$ cat src/rtl/fpu_cfg_pkg.sv
// Shared types and constants for the FPU config loader: word map, FSM states
// and the shadow/committed configuration record.
package fpu_cfg_pkg;

    localparam int unsigned NUM_CFG_WORDS = 6;

    localparam logic [2:0] CFG_W_SIZE   = 3'd0;
    localparam logic [2:0] CFG_W_START  = 3'd1;
    localparam logic [2:0] CFG_W_RESULT = 3'd2;
    localparam logic [2:0] CFG_W_FILT0  = 3'd3;
    localparam logic [2:0] CFG_W_FILT1  = 3'd4;
    localparam logic [2:0] CFG_W_FILT2  = 3'd5;

    typedef enum logic [1:0] {
        IDLE,
        LOAD,
        DONE
    } cfg_state_t;

    typedef struct packed {
        logic [8:0][7:0] filter;
        logic [31:0]     result_address;
        logic [31:0]     start_address;
        logic [15:0]     height;
        logic [15:0]     width;
    } cfg_shadow_t;

    function automatic logic cfg_invalid(input cfg_shadow_t s, input logic [15:0] max_w);
        return (s.width == '0) || (s.height == '0) || (s.width > max_w);
    endfunction

endpackage

$ cat src/rtl/fpu_config_if.sv
// Config handshake between the loader, the config memory and the FPU datapath.
interface FPUConfig_if;
    logic            load_config_start;
    logic            mapped_data_valid;
    logic [31:0]     data_mem;
    logic            load_config_done;
    logic [8:0][7:0] filter;
    logic [15:0]     image_width;
    logic [15:0]     image_height;
    logic [31:0]     start_address;
    logic [31:0]     result_address;
    logic [31:0]     address_mem;

    modport Loader (
        input  load_config_start, mapped_data_valid, data_mem,
        output load_config_done, filter, image_width, image_height,
               start_address, result_address, address_mem
    );
endinterface

$ cat src/rtl/fpu_config_loader.sv
// Walks the six config words into shadow registers, validates them and commits
// the whole set to the FPU-facing outputs in a single edge.
module fpu_config_loader
    import fpu_cfg_pkg::*;
#(
    parameter logic [31:0] CFG_BASE   = 32'h0000_1000,
    parameter int unsigned WORD_BYTES = 4,
    parameter logic [15:0] MAX_WIDTH  = 16'd1920
) (
    input  logic         clk,
    input  logic         rst_n,
    FPUConfig_if.Loader  cfg,
    output logic         cfg_error
);

    cfg_state_t  r_state;
    cfg_state_t  w_state_next;
    logic [2:0]  r_idx;
    cfg_shadow_t r_shadow;
    cfg_shadow_t w_shadow_next;
    cfg_shadow_t r_active;
    logic        r_cfg_error;
    logic        w_capture;
    logic        w_last;
    logic        w_enter_load;

    always_comb begin
        w_state_next = r_state;
        w_capture    = 1'b0;
        w_last       = 1'b0;
        case (r_state)
            IDLE: if (cfg.load_config_start) w_state_next = LOAD;
            LOAD: begin
                if (cfg.mapped_data_valid) begin
                    w_capture = 1'b1;
                    if (r_idx == CFG_W_FILT2) begin
                        w_last       = 1'b1;
                        w_state_next = DONE;
                    end
                end
            end
            DONE: if (cfg.load_config_start) w_state_next = LOAD;
            default: w_state_next = IDLE;
        endcase
    end

    assign w_enter_load = (r_state != LOAD) && (w_state_next == LOAD);

    // Merge the word being accepted so the final capture can be validated and
    // committed in the same edge it arrives.
    always_comb begin
        w_shadow_next = r_shadow;
        if (w_capture) begin
            case (r_idx)
                CFG_W_SIZE: begin
                    w_shadow_next.width  = cfg.data_mem[15:0];
                    w_shadow_next.height = cfg.data_mem[31:16];
                end
                CFG_W_START:  w_shadow_next.start_address  = cfg.data_mem;
                CFG_W_RESULT: w_shadow_next.result_address = cfg.data_mem;
                CFG_W_FILT0:  w_shadow_next.filter[3:0]    = cfg.data_mem;
                CFG_W_FILT1:  w_shadow_next.filter[7:4]    = cfg.data_mem;
                CFG_W_FILT2:  w_shadow_next.filter[8]      = cfg.data_mem[7:0];
                default:      w_shadow_next = r_shadow;
            endcase
        end
    end

    always_ff @(posedge clk or negedge rst_n) begin
        if (!rst_n) begin
            r_state <= IDLE;
            r_idx   <= '0;
        end else begin
            r_state <= w_state_next;
            if (w_enter_load) begin
                r_idx <= '0;
            end else if (w_capture) begin
                r_idx <= r_idx + 3'd1;
            end
        end
    end

    always_ff @(posedge clk or negedge rst_n) begin
        if (!rst_n) begin
            r_shadow    <= '0;
            r_active    <= '0;
            r_cfg_error <= 1'b0;
        end else begin
            r_shadow <= w_shadow_next;
            if (w_enter_load) begin
                r_cfg_error <= 1'b0;
            end else if (w_last) begin
                if (cfg_invalid(w_shadow_next, MAX_WIDTH)) begin
                    r_cfg_error <= 1'b1;
                end else begin
                    r_active    <= w_shadow_next;
                    r_cfg_error <= 1'b0;
                end
            end
        end
    end

    assign cfg.address_mem      = (r_state == LOAD) ? (CFG_BASE + 32'(WORD_BYTES) * 32'(r_idx)) : '0;
    assign cfg.load_config_done = (r_state == DONE);
    assign cfg.image_width      = r_active.width;
    assign cfg.image_height     = r_active.height;
    assign cfg.start_address    = r_active.start_address;
    assign cfg.result_address   = r_active.result_address;
    assign cfg.filter           = r_active.filter;
    assign cfg_error            = r_cfg_error;

endmodule

$ cat src/flat_wrapper.sv
// flat-port wrapper written by rule: the top's interface ports become plain ports
module fpu_config_loader_flat import fpu_cfg_pkg::*;
#(
    parameter logic [31:0] CFG_BASE   = 32'h0000_1000,
    parameter int unsigned WORD_BYTES = 4,
    parameter logic [15:0] MAX_WIDTH  = 16'd1920
)
  (clk, rst_n, cfg_error, cfg_load_config_start, cfg_mapped_data_valid, cfg_data_mem, cfg_load_config_done, cfg_filter, cfg_image_width, cfg_image_height, cfg_start_address, cfg_result_address, cfg_address_mem);
  FPUConfig_if cfg_i ();
  input  logic clk;
  input  logic rst_n;
  output logic cfg_error;
  input wire logic [$bits(cfg_i.load_config_start)-1:0] cfg_load_config_start;
  input wire logic [$bits(cfg_i.mapped_data_valid)-1:0] cfg_mapped_data_valid;
  input wire logic [$bits(cfg_i.data_mem)-1:0] cfg_data_mem;
  output wire logic [$bits(cfg_i.load_config_done)-1:0] cfg_load_config_done;
  output wire logic [$bits(cfg_i.filter)-1:0] cfg_filter;
  output wire logic [$bits(cfg_i.image_width)-1:0] cfg_image_width;
  output wire logic [$bits(cfg_i.image_height)-1:0] cfg_image_height;
  output wire logic [$bits(cfg_i.start_address)-1:0] cfg_start_address;
  output wire logic [$bits(cfg_i.result_address)-1:0] cfg_result_address;
  output wire logic [$bits(cfg_i.address_mem)-1:0] cfg_address_mem;
  assign cfg_i.load_config_start = cfg_load_config_start;
  assign cfg_i.mapped_data_valid = cfg_mapped_data_valid;
  assign cfg_i.data_mem = cfg_data_mem;
  assign cfg_load_config_done = cfg_i.load_config_done;
  assign cfg_filter = cfg_i.filter;
  assign cfg_image_width = cfg_i.image_width;
  assign cfg_image_height = cfg_i.image_height;
  assign cfg_start_address = cfg_i.start_address;
  assign cfg_result_address = cfg_i.result_address;
  assign cfg_address_mem = cfg_i.address_mem;
  fpu_config_loader #(.CFG_BASE(CFG_BASE), .WORD_BYTES(WORD_BYTES), .MAX_WIDTH(MAX_WIDTH)) u_core (.clk(clk), .rst_n(rst_n), .cfg(cfg_i), .cfg_error(cfg_error));
endmodule
$ cat config.mk
export PLATFORM = sky130hd
export DESIGN_NAME = fpu_config_loader_flat
export DESIGN_NICKNAME = d
export VERILOG_FILES = /design/src/rtl/fpu_cfg_pkg.sv /design/src/rtl/fpu_config_if.sv /design/src/rtl/fpu_config_loader.sv /design/src/flat_wrapper.sv
export SDC_FILE = /design/constraint.sdc
export NUM_CORES = 1
export LEC_CHECK = 0
export BUFFER_PORTS_ARGS = -buffer_cell sky130_fd_sc_hd__buf_2
export CAP_MARGIN = 20
export CORE_MARGIN = 2
export CORE_UTILIZATION = 60
export DETAILED_ROUTE_END_ITERATION = 8
export MAX_ROUTING_LAYER = met4
export PLACE_DENSITY = 0.84
export SLEW_MARGIN = 15
export SYNTH_ARGS = -nofsm -noshare
export SYNTH_HDL_FRONTEND = slang
export SYNTH_SLANG_ARGS = --single-unit
$ cat constraint.sdc
create_clock -name clk -period 6 [get_ports clk]
set_clock_uncertainty 0.05 [all_clocks]
set_input_delay 1.2 -clock clk [delete_from_list [all_inputs] [get_ports clk]]
set_output_delay 1.2 -clock clk [all_outputs]
set_load 0.03 [all_outputs]
==> Word level (Yosys, flattened, before mapping) <==
Cells that the tools add are included.
{ "totals": {"reg_bits": 342, "input_bits": 36, "out_inout_bits": 202} }
{ "classes": {"addsub": 2, "magnitude_cmp": 1, "n_eq_ne": 9, "mux": 22, "bitwise_logic": 2, "reduce_logical": 11} }
{ "ops": {"columns": ["operator", "n"], "rows": [
  ["2-to-1 mux 32 bit", 6],
  ["2-to-1 mux 168 bit", 1],
  ["zero test 16 bit", 2],
  ["> comparator 16 x 11 -> 1 bit, second input constant", 1],
  ["adder 13 x 5 -> 14 bit, first input constant", 1],
  ["2-to-1 mux 1 bit", 8],
  ["2-to-1 mux 8 bit", 1],
  ["== test 3 x 2 -> 1 bit, second input constant", 2],
  ["== test 3 bit, second input constant", 2],
  ["2-to-1 mux 2 bit", 3],
  ["2-to-1 mux 3 bit", 2],
  ["== test 2 x 1 -> 1 bit, second input constant", 2],
  ["one-hot mux 2 bit (2 select lines)", 1],
  ["nonzero test 2 bit", 2],
  ["adder 3 x 1 -> 3 bit, second input constant", 1],
  ["== test 3 x 1 -> 1 bit, second input constant", 1],
  ["zero test 3 bit", 1],
  ["AND reduction 3 bit", 1],
  ["== test 2 bit, second input constant", 1],
  ["zero test 2 bit", 1],
  ["logical OR 1 bit", 2],
  ["!= test 2 x 1 -> 1 bit, second input constant", 1],
  ["NOT 1 bit", 2],
  ["OR reduction 2 bit", 1],
  ["logical AND 1 bit", 1]
]} }

==> Logic depth before layout (Yosys ltp) <==
{ "logic_depth": {"ltp_word": 9, "depth_mapped": 8, "mapped_depth_nobuf": 6} }

==> Worst setup path before layout <==
OpenSTA, ideal clock, no wires.
{ "synth_path": {"path_type": "input port to flip-flop", "start": "in cfg_mapped_data_valid", "end": "reg u_core.r_active, in the netlist u_core.cfg.filter[0]", "t_arrival_ps": 3031, "required_ps": 5822, "slack_ps": 2792, "cell_stages": 8, "n_path_buf": 3, "path_cell_list": "and3b_1 clkbuf_1 and4_1 o2111ai_1 a311oi_2 buf_4 buf_4 mux2_1"} }
{ "synth_via": {"elab_chain_cells": 8, "word_cells_on_any_way": 17, "classes_between": "order compare (1); eq/ne (1); mux (7); bitwise (2); reduce/logical (6)"} }
{ "synth_rtl": {"columns": ["element", "line_no", "source"], "rows": [
  ["start, declared", "flat_wrapper.sv:14", "input wire logic [$bits(cfg_i.mapped_data_valid)-1:0] cfg_mapped_data_valid;"],
  ["parallel branches: the longest is 8 deep, another holds > comparator 16 x 11 -> 1 bit", null, null],
  ["end signal, assigned", "fpu_config_loader.sv:96", "r_active <= w_shadow_next;"],
  ["end, declared", "fpu_config_loader.sv:21", "cfg_shadow_t r_active;"]
]} }
Parallel ways; which one is timed is not known.
A chain may end at the register's enable or synchronous reset.

==> Final worst setup path <==
{ "layout_path": {"start": "in cfg_mapped_data_valid", "end": "reg u_core.r_active, in the netlist u_core.cfg.result_address[29]"} }
Same word-level chain as after synthesis.

==> flow_summary.ini <==
[placed_design]
place_area_um2 = 14300
gp_congestion = 0.755
place_inst = 1269
dp_hpwl_um = 16700
port-buffer-count = 209

[grt]
grt_overflow = 0
antenna_found_initial = 0
grt_pass1_vias = 7692
grt_use_met3_pct = 6.39
gr-usage-met1_pct = 31.2
grt_use_total_pct = 24.1
use_met2_pct = 37.6
grt_start_max_net_pins = 138
grt_pass1_wl_um = 42900
top_usage_layer = met2

[min_path]
min_path_cells = 1
hold_end = u_core.cfg.start_address[12]$_DFFE_PN0P_
hold_class = reg -> reg
hp-start = u_core.cfg.start_address[12]$_DFFE_PN0P_

[power_and_ir_drop]
power_frac_comb_pct = 31.6
switching_share_pct = 33.6
switchingPower_uw = 2870
pwr-share-clk_pct = 26.0
power_per_cell_area_nw_per_um2 = 551
internal_power_uw = 5670
peakVddDrop_uv = 379
pwr-share-seq_pct = 42.4
p_leak_uw = 0.00816

[status]
outcome = complete, no violations

[sta]
relSlewSlack_pct = 31.5
fin_crit_ps = 3550
slew_violations = 0
timing.fmax_ghz = 0.282
setup_viol = 0
finalSetupTns_ps = 0
whs_ps = 429
final-hold-violation-count = 0
rsz0062_at_grt = false
min_period_over_period_pct = 59.1
tightest_slew_ps = 1020

[setup_path]
cp_max_fo = 64
crit_path_end_kind = flop
worstSetupPathType = in -> reg
critPathArrivalTime_ps = 3880
start_kind = input pin
critical_path_required_ps = 6330
r2r_setup_slack_ps = 2630
ff2ff_path_depth = 6
r2r-end = u_core.cfg.result_address[29]$_DFFE_PN0P_
timing.rr.start = u_core.r_shadow[2]$_DFF_PN0_

[logic_synthesis]
syn_inst = 811
yosys_most_used_dff = dfrtp_1
synth_common_cells = dfrtp_1, mux2_2, mux2_1, buf_4, buf_1
synth_async_sr_flop_share_pct = 100
synth_edf_count = 0
synthesis.area_um2 = 13100
yosys_warnings = 0
synth_cell_types = 32
synth.most_common_cell = dfrtp_1
yosysSeqAreaShare_pct = 65.3
ys_ff_latch = 342
synth_top_cell_area_share_pct = 65.3
synth.area.top_cells = dfrtp_1, mux2_2, mux2_1
synth.avg_cell_area_um2 = 16.2
yosys.area.top_type = dfrtp_1

[clocking]
ctsHtreeMaxLevel = 2
cts_setup_buffers = 0
clk_path_buf_depth = 3
path_clk_slew_ps = 60
ctsHoldBuffers = 0
clock_sinks = 342
post_cts_resized = 0
cts_tree = done
cts_root_buffer = clkbuf_16
numCtsBuffers = 34
clock_latency_ps = 500

[layout]
multiInputGateArea_um2 = 4240
synthToLayoutAreaGrowth_pct = 18.4
final_cells = 1330
seq_area_um2 = 8560
nNetsFinal = 1066
nFillCells = 1419
finalInstanceArea_um2 = 15500
antenna-diode-count = 0
drive_gt1_share_pct = 48.1

[die]
ioPinCount = 238
start_util_pct = 60.6
die_w_um = 152
core_um2 = 21600
dieArea_um2 = 23000
num_rows = 54
dieHeight_um = 152

[route]
drtPass1Iterations = 4
ant_nets = 0
drtIter0Drc = 352
vias_per_cell = 5.47
wire_per_inst_um = 19.9
wirelength_um = 26400
num_vias = 7277
drc = 0

[run]
maxCapViolCount = 0
## critical path, cell delays in order
cell      delay, ps
buf_2           100
nor4bb_1        640
nand2_2          80
buf_4           310
a311oi_4        330
buf_4           720
mux2_2          420
## kinds of logic (layout without fill, tap and decap cells)
family	count (synthesis)	count (layout)	share of synthesized area, %
buf+inv	75	287	3.33
mux	325	325	27.9
flops	342	342	65.3
xor+xnor	1	1	0.0668
fa+ha+maj	5	5	0.477
simple gates	50	50	2.28
compound gates	12	12	0.620
other cells	1	28	0.0286
## cells in the final DEF (no fill, tap or decap), types with 5 or more instances in the layout
cell type and count:
inv_1 11, nand2b_1 6, clkbuf_1 5, o21ai_0 6, conb_1 28, ha_1 5
dfrtp_1 342, clkbuf_8 10, nor2b_1 7, mux2_1 98, nor2_1 7, buf_2 208
clkbuf_16 37, nor4_1 10, mux2_2 227, clkinv_2 5
## power by group through the flow
stage / clock [uW] / combinational (uW) / sequential (uW)
final: 2220 / 2700 / 3630
after global routing: 2360 / 2890 / 3740
after CTS: 2270 / 2720 / 3630
after detailed placement: 0 / 2700 / 3660
after global placement: 0 / 2620 / 3600
after floorplan: 0 / 1180 / 4320
## cell type report
cell class | instances | area share [%]
clock buffers | 52 | 6.97
clock inverters | 9 | 0.790
inverters | 11 | 0.266
multi-input cells | 421 | 27.3
flip-flops and latches | 342 | 55.1
well taps | 280 | 2.26
repair buffers | 215 | 7.26
## worst max-delay path by stage
stage | slack (ps) | start | cells after the start | end
final | 2450 | cfg_mapped_data_valid | 7 | u_core.cfg.result_address[29]$_DFFE_PN0P_
after global routing | 2310 | cfg_mapped_data_valid | 7 | u_core.cfg.result_address[27]$_DFFE_PN0P_
after CTS | 2500 | cfg_mapped_data_valid | 7 | u_core.cfg.result_address[29]$_DFFE_PN0P_
after detailed placement | 1990 | cfg_mapped_data_valid | 7 | u_core.cfg.result_address[21]$_DFFE_PN0P_
after global placement | 2000 | cfg_mapped_data_valid | 7 | u_core.cfg.result_address[16]$_DFFE_PN0P_
after floorplan | 2790 | cfg_mapped_data_valid | 8 | u_core.cfg.filter[0]$_DFFE_PN0P_
## routing by layer
metal / up-vias / routed length (um)
li1: 3219 / -
met1: 3796 / 11300
met2: 204 / 12700
met3: 58 / 1640
met4: 0 / 779
met5: - / 0
## state kept, by name (all words and copies together), names as in the netlist
register / cells
u_core.cfg_error: 1
u_core.cfg.image_width: 16
u_core.cfg.start_address: 32
u_core.r_idx: 3
u_core.cfg.result_address: 32
u_core.cfg.filter: 72
u_core.r_shadow: 168
u_core.r_state: 2
u_core.cfg.image_height: 16
## stage by stage
stage	power [uW]	setup WS, ps	util (%)
2_1_floorplan	5500	2790	-
4_1_cts	8620	2500	71.8
3_3_place_gp	6220	2000	66.2
6_report	8550	2450	71.8
3_5_place_dp	6360	1990	66.2
5_1_grt	8980	2310	71.8
Power figures use the tool's default switching activity.
